--- src/rtl/shift_reg_sequencer.sv ---
// Sequencer that drives the control/data pins of a universal shift register
// through PIPO, SIPO, SISO and PISO transfers using a three-state FSM.
module shift_reg_sequencer #(
  parameter int unsigned DW = 4
) (
  input  logic          clk,
  input  logic          rst,
  input  logic          req_valid,
  output logic          req_ready,
  input  logic [1:0]    req_mode,
  input  logic          req_dir,
  input  logic [DW-1:0] req_data,
  input  logic          abort,
  output logic          reg_enb,
  output logic          reg_l_s,
  output logic          reg_left_right,
  output logic [2:0]    reg_selector,
  output logic [DW-1:0] reg_inp,
  output logic          busy,
  output logic          done
);

  localparam int unsigned CW = $clog2(DW + 1);

  localparam logic [1:0] ModePipo = 2'd0;
  localparam logic [1:0] ModeSipo = 2'd1;
  localparam logic [1:0] ModeSiso = 2'd2;
  localparam logic [1:0] ModePiso = 2'd3;

  typedef enum logic [1:0] {
    StIdle,
    StRun,
    StDone
  } state_e;

  state_e          state_q, state_d;
  logic [CW-1:0]   cnt_q, cnt_d;
  logic [1:0]      mode_q, mode_d;
  logic            dir_q, dir_d;
  logic [DW-1:0]   data_q, data_d;

  logic            accept;
  logic            last_beat;
  logic [CW-1:0]   last_idx;
  logic [DW-1:0]   data_shr;
  logic [DW-1:0]   data_shl;
  logic            serial_bit;

  always_ff @(posedge clk or negedge rst) begin
    if (!rst) begin
      state_q <= StIdle;
      cnt_q   <= '0;
      mode_q  <= '0;
      dir_q   <= 1'b0;
      data_q  <= '0;
    end else begin
      state_q <= state_d;
      cnt_q   <= cnt_d;
      mode_q  <= mode_d;
      dir_q   <= dir_d;
      data_q  <= data_d;
    end
  end

  always_comb begin
    accept    = (state_q == StIdle) && req_valid;
    last_idx  = (mode_q == ModePipo) ? '0 : CW'(DW - 1);
    last_beat = (cnt_q == last_idx);

    state_d = state_q;
    cnt_d   = cnt_q;
    mode_d  = mode_q;
    dir_d   = dir_q;
    data_d  = data_q;

    case (state_q)
      StIdle: begin
        if (accept) begin
          state_d = StRun;
          cnt_d   = '0;
          mode_d  = req_mode;
          dir_d   = req_dir;
          data_d  = req_data;
        end
      end
      StRun: begin
        cnt_d = cnt_q + CW'(1);
        // Abort takes priority over completing the final beat.
        if (abort) begin
          state_d = StIdle;
        end else if (last_beat) begin
          state_d = StDone;
        end
      end
      StDone: begin
        state_d = StIdle;
      end
      default: begin
        state_d = StIdle;
      end
    endcase
  end

  // Serial bit for beat k: MSB-first (bit DW-1-k) for left, LSB-first (bit k) for right.
  always_comb begin
    data_shr   = data_q >> cnt_q;
    data_shl   = data_q << cnt_q;
    serial_bit = dir_q ? data_shr[0] : data_shl[DW-1];
  end

  always_comb begin
    req_ready      = (state_q == StIdle);
    busy           = (state_q == StRun) || (state_q == StDone);
    done           = (state_q == StDone);
    reg_enb        = (state_q == StRun);
    reg_l_s        = 1'b0;
    reg_left_right = dir_q;
    reg_selector   = {1'b0, mode_q};
    reg_inp        = '0;

    if (state_q == StRun) begin
      unique case (mode_q)
        ModePipo: reg_inp = data_q;
        ModeSipo,
        ModeSiso: reg_inp[DW-1] = serial_bit;
        ModePiso: begin
          if (cnt_q == '0) begin
            reg_inp = data_q;
            reg_l_s = 1'b1;
          end
        end
        default: reg_inp = '0;
      endcase
    end
  end

endmodule

--- config.mk ---
export PLATFORM = sky130hd
export DESIGN_NAME = shift_reg_sequencer
export DESIGN_NICKNAME = d
export VERILOG_FILES = /design/src/rtl/shift_reg_sequencer.sv
export SDC_FILE = /design/constraint.sdc
export NUM_CORES = 1
export LEC_CHECK = 0
export CORE_MARGIN = 5
export CORE_UTILIZATION = 40
export CTS_CLUSTER_SIZE = 25
export DETAILED_ROUTE_END_ITERATION = 10
export PLACE_DENSITY_LB_ADDON = 0.1
export SLEW_MARGIN = 20
export SYNTH_ARGS = -nofsm -noshare
export SYNTH_HDL_FRONTEND = slang
export SYNTH_SLANG_ARGS = --single-unit
--- constraint.sdc ---
create_clock -name clk -period 2.2 [get_ports clk]
set_input_delay 0.44 -clock clk [delete_from_list [all_inputs] [get_ports clk]]
set_output_delay 0.44 -clock clk [all_outputs]
set_load 0.05 [all_outputs]
==> out/qor.txt <==
die area - 2847 µm²
largest family of logic cells by synthesized area - multiplexers
worst path required time - 1.76 ns
initial core utilization - 42.62%
Worst slew margin - 63.21%
Inserted Clock Buffers - 3
later-pin clock latency in the skew report - 0.26 ns
FILL cells - 150
Post-Syn Instances - 67
Fmax achieved - 472.5 MHz
CP max stage cell - dfrtp_2
Synth Area in Compound Gates - 9.983%
Clock Path Buffers - 2
Adder-Cell Fraction of Synth Area - 11.65%
Pleak - 0.5151 nW
sequential cell area fraction in the yosys report - 39.93%
top_reg_cell synth - dfrtp_1
Final Setup Violations - 0
grt peak-use layer - met2
setup TNS - 0 ns
critical path fanouts, max - 3
Seq cells post-synth - 12
reg2reg setup slack - 0.55 ns
PwrDens - 1715 nW/µm²
startpoint class of the critical path - flop
met3 usage - 2.817%
Post-Syn Nets - 85
crit path capture type - primary output
Area Growth Syn to Fin - 57.24%
worst r2r path cells - 6
Tcrit/Tclk final - 96.20%
gr usage total - 13.29%
initial antenna violation count - 0
met2 global-route usage - 21.84%
Routed Antenna Nets - 0
status - completed
mux cell area share after synthesis - 18.30%
R2R Path End - state_q[0]
Clock Skew - 0.001115 ns
Worst Hold Class - in -> async
Max rail drop VDD - 0.001041 V
vias in the first global route - 631
CP cell instances - buf_4 -> ha_4 -> and3b_1 -> o21ai_2 -> nor2_1 -> and2_1 -> buf_12
WL/cell - 13.56 µm
RePlAce Congestion - 0.7451
largest net degree at the start of global routing - 13
post-DP HPWL - 1253 µm
Cell Rows - 15
H-tree depth - 1
Avg Inst Size Synth - 11.22 µm²
Final Max Tran Viols - 0
met1 GRT Util - 17.30%
Residual DRC - 0
DR iter-0 viols - 13
Distinct cells, synth - 27
Hold Violations, Final - 0
Inserted Diodes - 0
worst r2r src - mode_q[0]
global route total overflow - 0
global-route wire length before repair - 2760 µm
crit path kind - reg -> out
min Tclk post-route - 2.116 ns
dpl ws - 0.2136 ns
Worst Tran Pin Value - 0.5501 ns
CTS tree - done
clock sink count - 12
via count - 618
vias per cell - 4.984
Max Cap Viol - 0
WL final - 1681 µm
die height - 53.36 µm
CTS clk-pin slew, worst paths - 0.07 ns
max incr delay on CP - 0.41 ns
Root Driver - clkbuf_4
Tot Pwr - 2.027 mW
simple-gate share of the synthesized area - 15.14%
share of layout cells above drive strength 1 - 39.39%
unrepaired setup endpoints after global routing - no
fin nets - 118
Setup WS post-layout - 0.08355 ns
number of synthesized flops with an enable pin - 0
Critical Path AT - 1.68 ns
YS warnings - 0
XOR/XNOR Fraction of Synth Area - 0%
Core Box Area - 1764 µm²
Port Buffers - 22
IO Pins - 24
First-pass DRT Iterations - 4
cell area after synthesis - 752.0 µm²
Die W - 53.36 µm
Hold-fix buffers, CTS - 0
async set or reset register ratio after synthesis - 100.0%
critical path: cells and delay by family, from the launching register on:
| family | cells | cell delay [ns] |
|---|---|---|
| buffers and inverters | 2 | 0.29 |
| and+or+nand+nor | 3 | 0.43 |
| adders and majority gates | 1 | 0.15 |
| AOI/OAI and AO/OA | 1 | 0.12 |
| DFF | 1 | 0.41 |
metal layers:
metal | routed length, µm | vias to the layer above
met4 | 12 | 0
met1 | 758 | 299
li1 | - | 302
met2 | 853 | 15
met3 | 56 | 2
met5 | 0 | -
synth_stat cells, drive strengths merged (2+ instances only):
| library cell | count | area [µm²] |
|---|---|---|
| o21ai | 3 | 15.01 |
| a21oi | 3 | 18.77 |
| mux4 | 2 | 48.80 |
| nand2 | 4 | 15.01 |
| inv | 7 | 26.28 |
| nand2b | 2 | 12.51 |
| nor2 | 2 | 7.510 |
| dfrtp | 12 | 300.3 |
| and2 | 3 | 18.77 |
| ha | 7 | 87.58 |
| nand3 | 3 | 15.01 |
| mux2 | 7 | 78.83 |
placed cells by master (no fill, tap or decap), types with 2 or more instances in the layout:
cell type,n
clkdlybuf4s50_1,13
buf_4,11
dfrtp_1,9
mux2_2,7
inv_1,6
nand2_1,4
ha_1,4
buf_12,4
nand3_1,3
ha_4,3
clkbuf_4,3
dfrtp_2,3
nor2_1,2
and2_1,2
nand2b_1,2
a21oi_1,2
cell type report:
cell class | instances | area (µm²) | area share (%)
multi-input combinational | 47 | 476.7 | 40.32
timing repair buffer | 29 | 317.8 | 26.88
sequential | 12 | 304.0 | 25.71
tap | 25 | 31.28 | 2.646
clock buffer | 4 | 26.28 | 2.222
inverter | 7 | 26.28 | 2.222
power breakdown:
part           total [mW]  leakage (nW)  switching [mW]  internal, mW
clock network       0.139        0.0150          0.0686        0.0700
logic                1.47         0.356           0.800         0.673
registers           0.416         0.144          0.0876         0.328
timing repair:
| item | 4_1_cts | 5_1_grt |
|---|---|---|
| cloned | 0 | 0 |
| buffers inserted | 5 | 1 |
| pin swaps | 2 | 2 |
| endpoints found under the setup margin | 4 | 4 |
| resized for setup | 5 | 4 |
| hold endpoints to repair | 0 | 0 |
kinds of logic (layout without fill, tap and decap cells):
logic type	Yosys count	count (layout)
and+or+nand+nor	19	19
buffers and inverters	8	40
other	1	1
muxes	10	10
DFF	12	12
AOI/OAI and AO/OA	10	10
adders and majority gates	7	7
how the worst max path moves through the flow:
stage	start	end	slack, ns	cells past startpoint
finish	mode_q[0]	reg_inp[2]	0.08	7
global route	mode_q[0]	reg_inp[0]	0.0008	7
CTS	mode_q[0]	reg_inp[3]	0.01	6
detailed placement	mode_q[0]	reg_inp[3]	0.21	6
global placement	mode_q[0]	reg_inp[3]	0.22	6
floorplan	mode_q[0]	reg_inp[3]	0.001	5
state kept, by name, indices dropped and copies added (netlist names):
signal and flops:
reg_left_right 1, state_q 2, mode_q 2, cnt_q 3, data_q 4
stage by stage:
step | hold WS, ns | cell area [µm²] | instances | utilization (%)
global route | 0.5812 | 1182 | 124 | 67.02
global placement | 0.5272 | 1079 | 114 | 61.13
floorplan | 0.1444 | 787.0 | 67 | -
finish | 0.5300 | 1182 | 124 | 67.02
detailed placement | 0.5440 | 1079 | 114 | 61.13
CTS | 0.5500 | 1166 | 123 | 66.10
No activity file was read; power rests on OpenSTA's default activity.
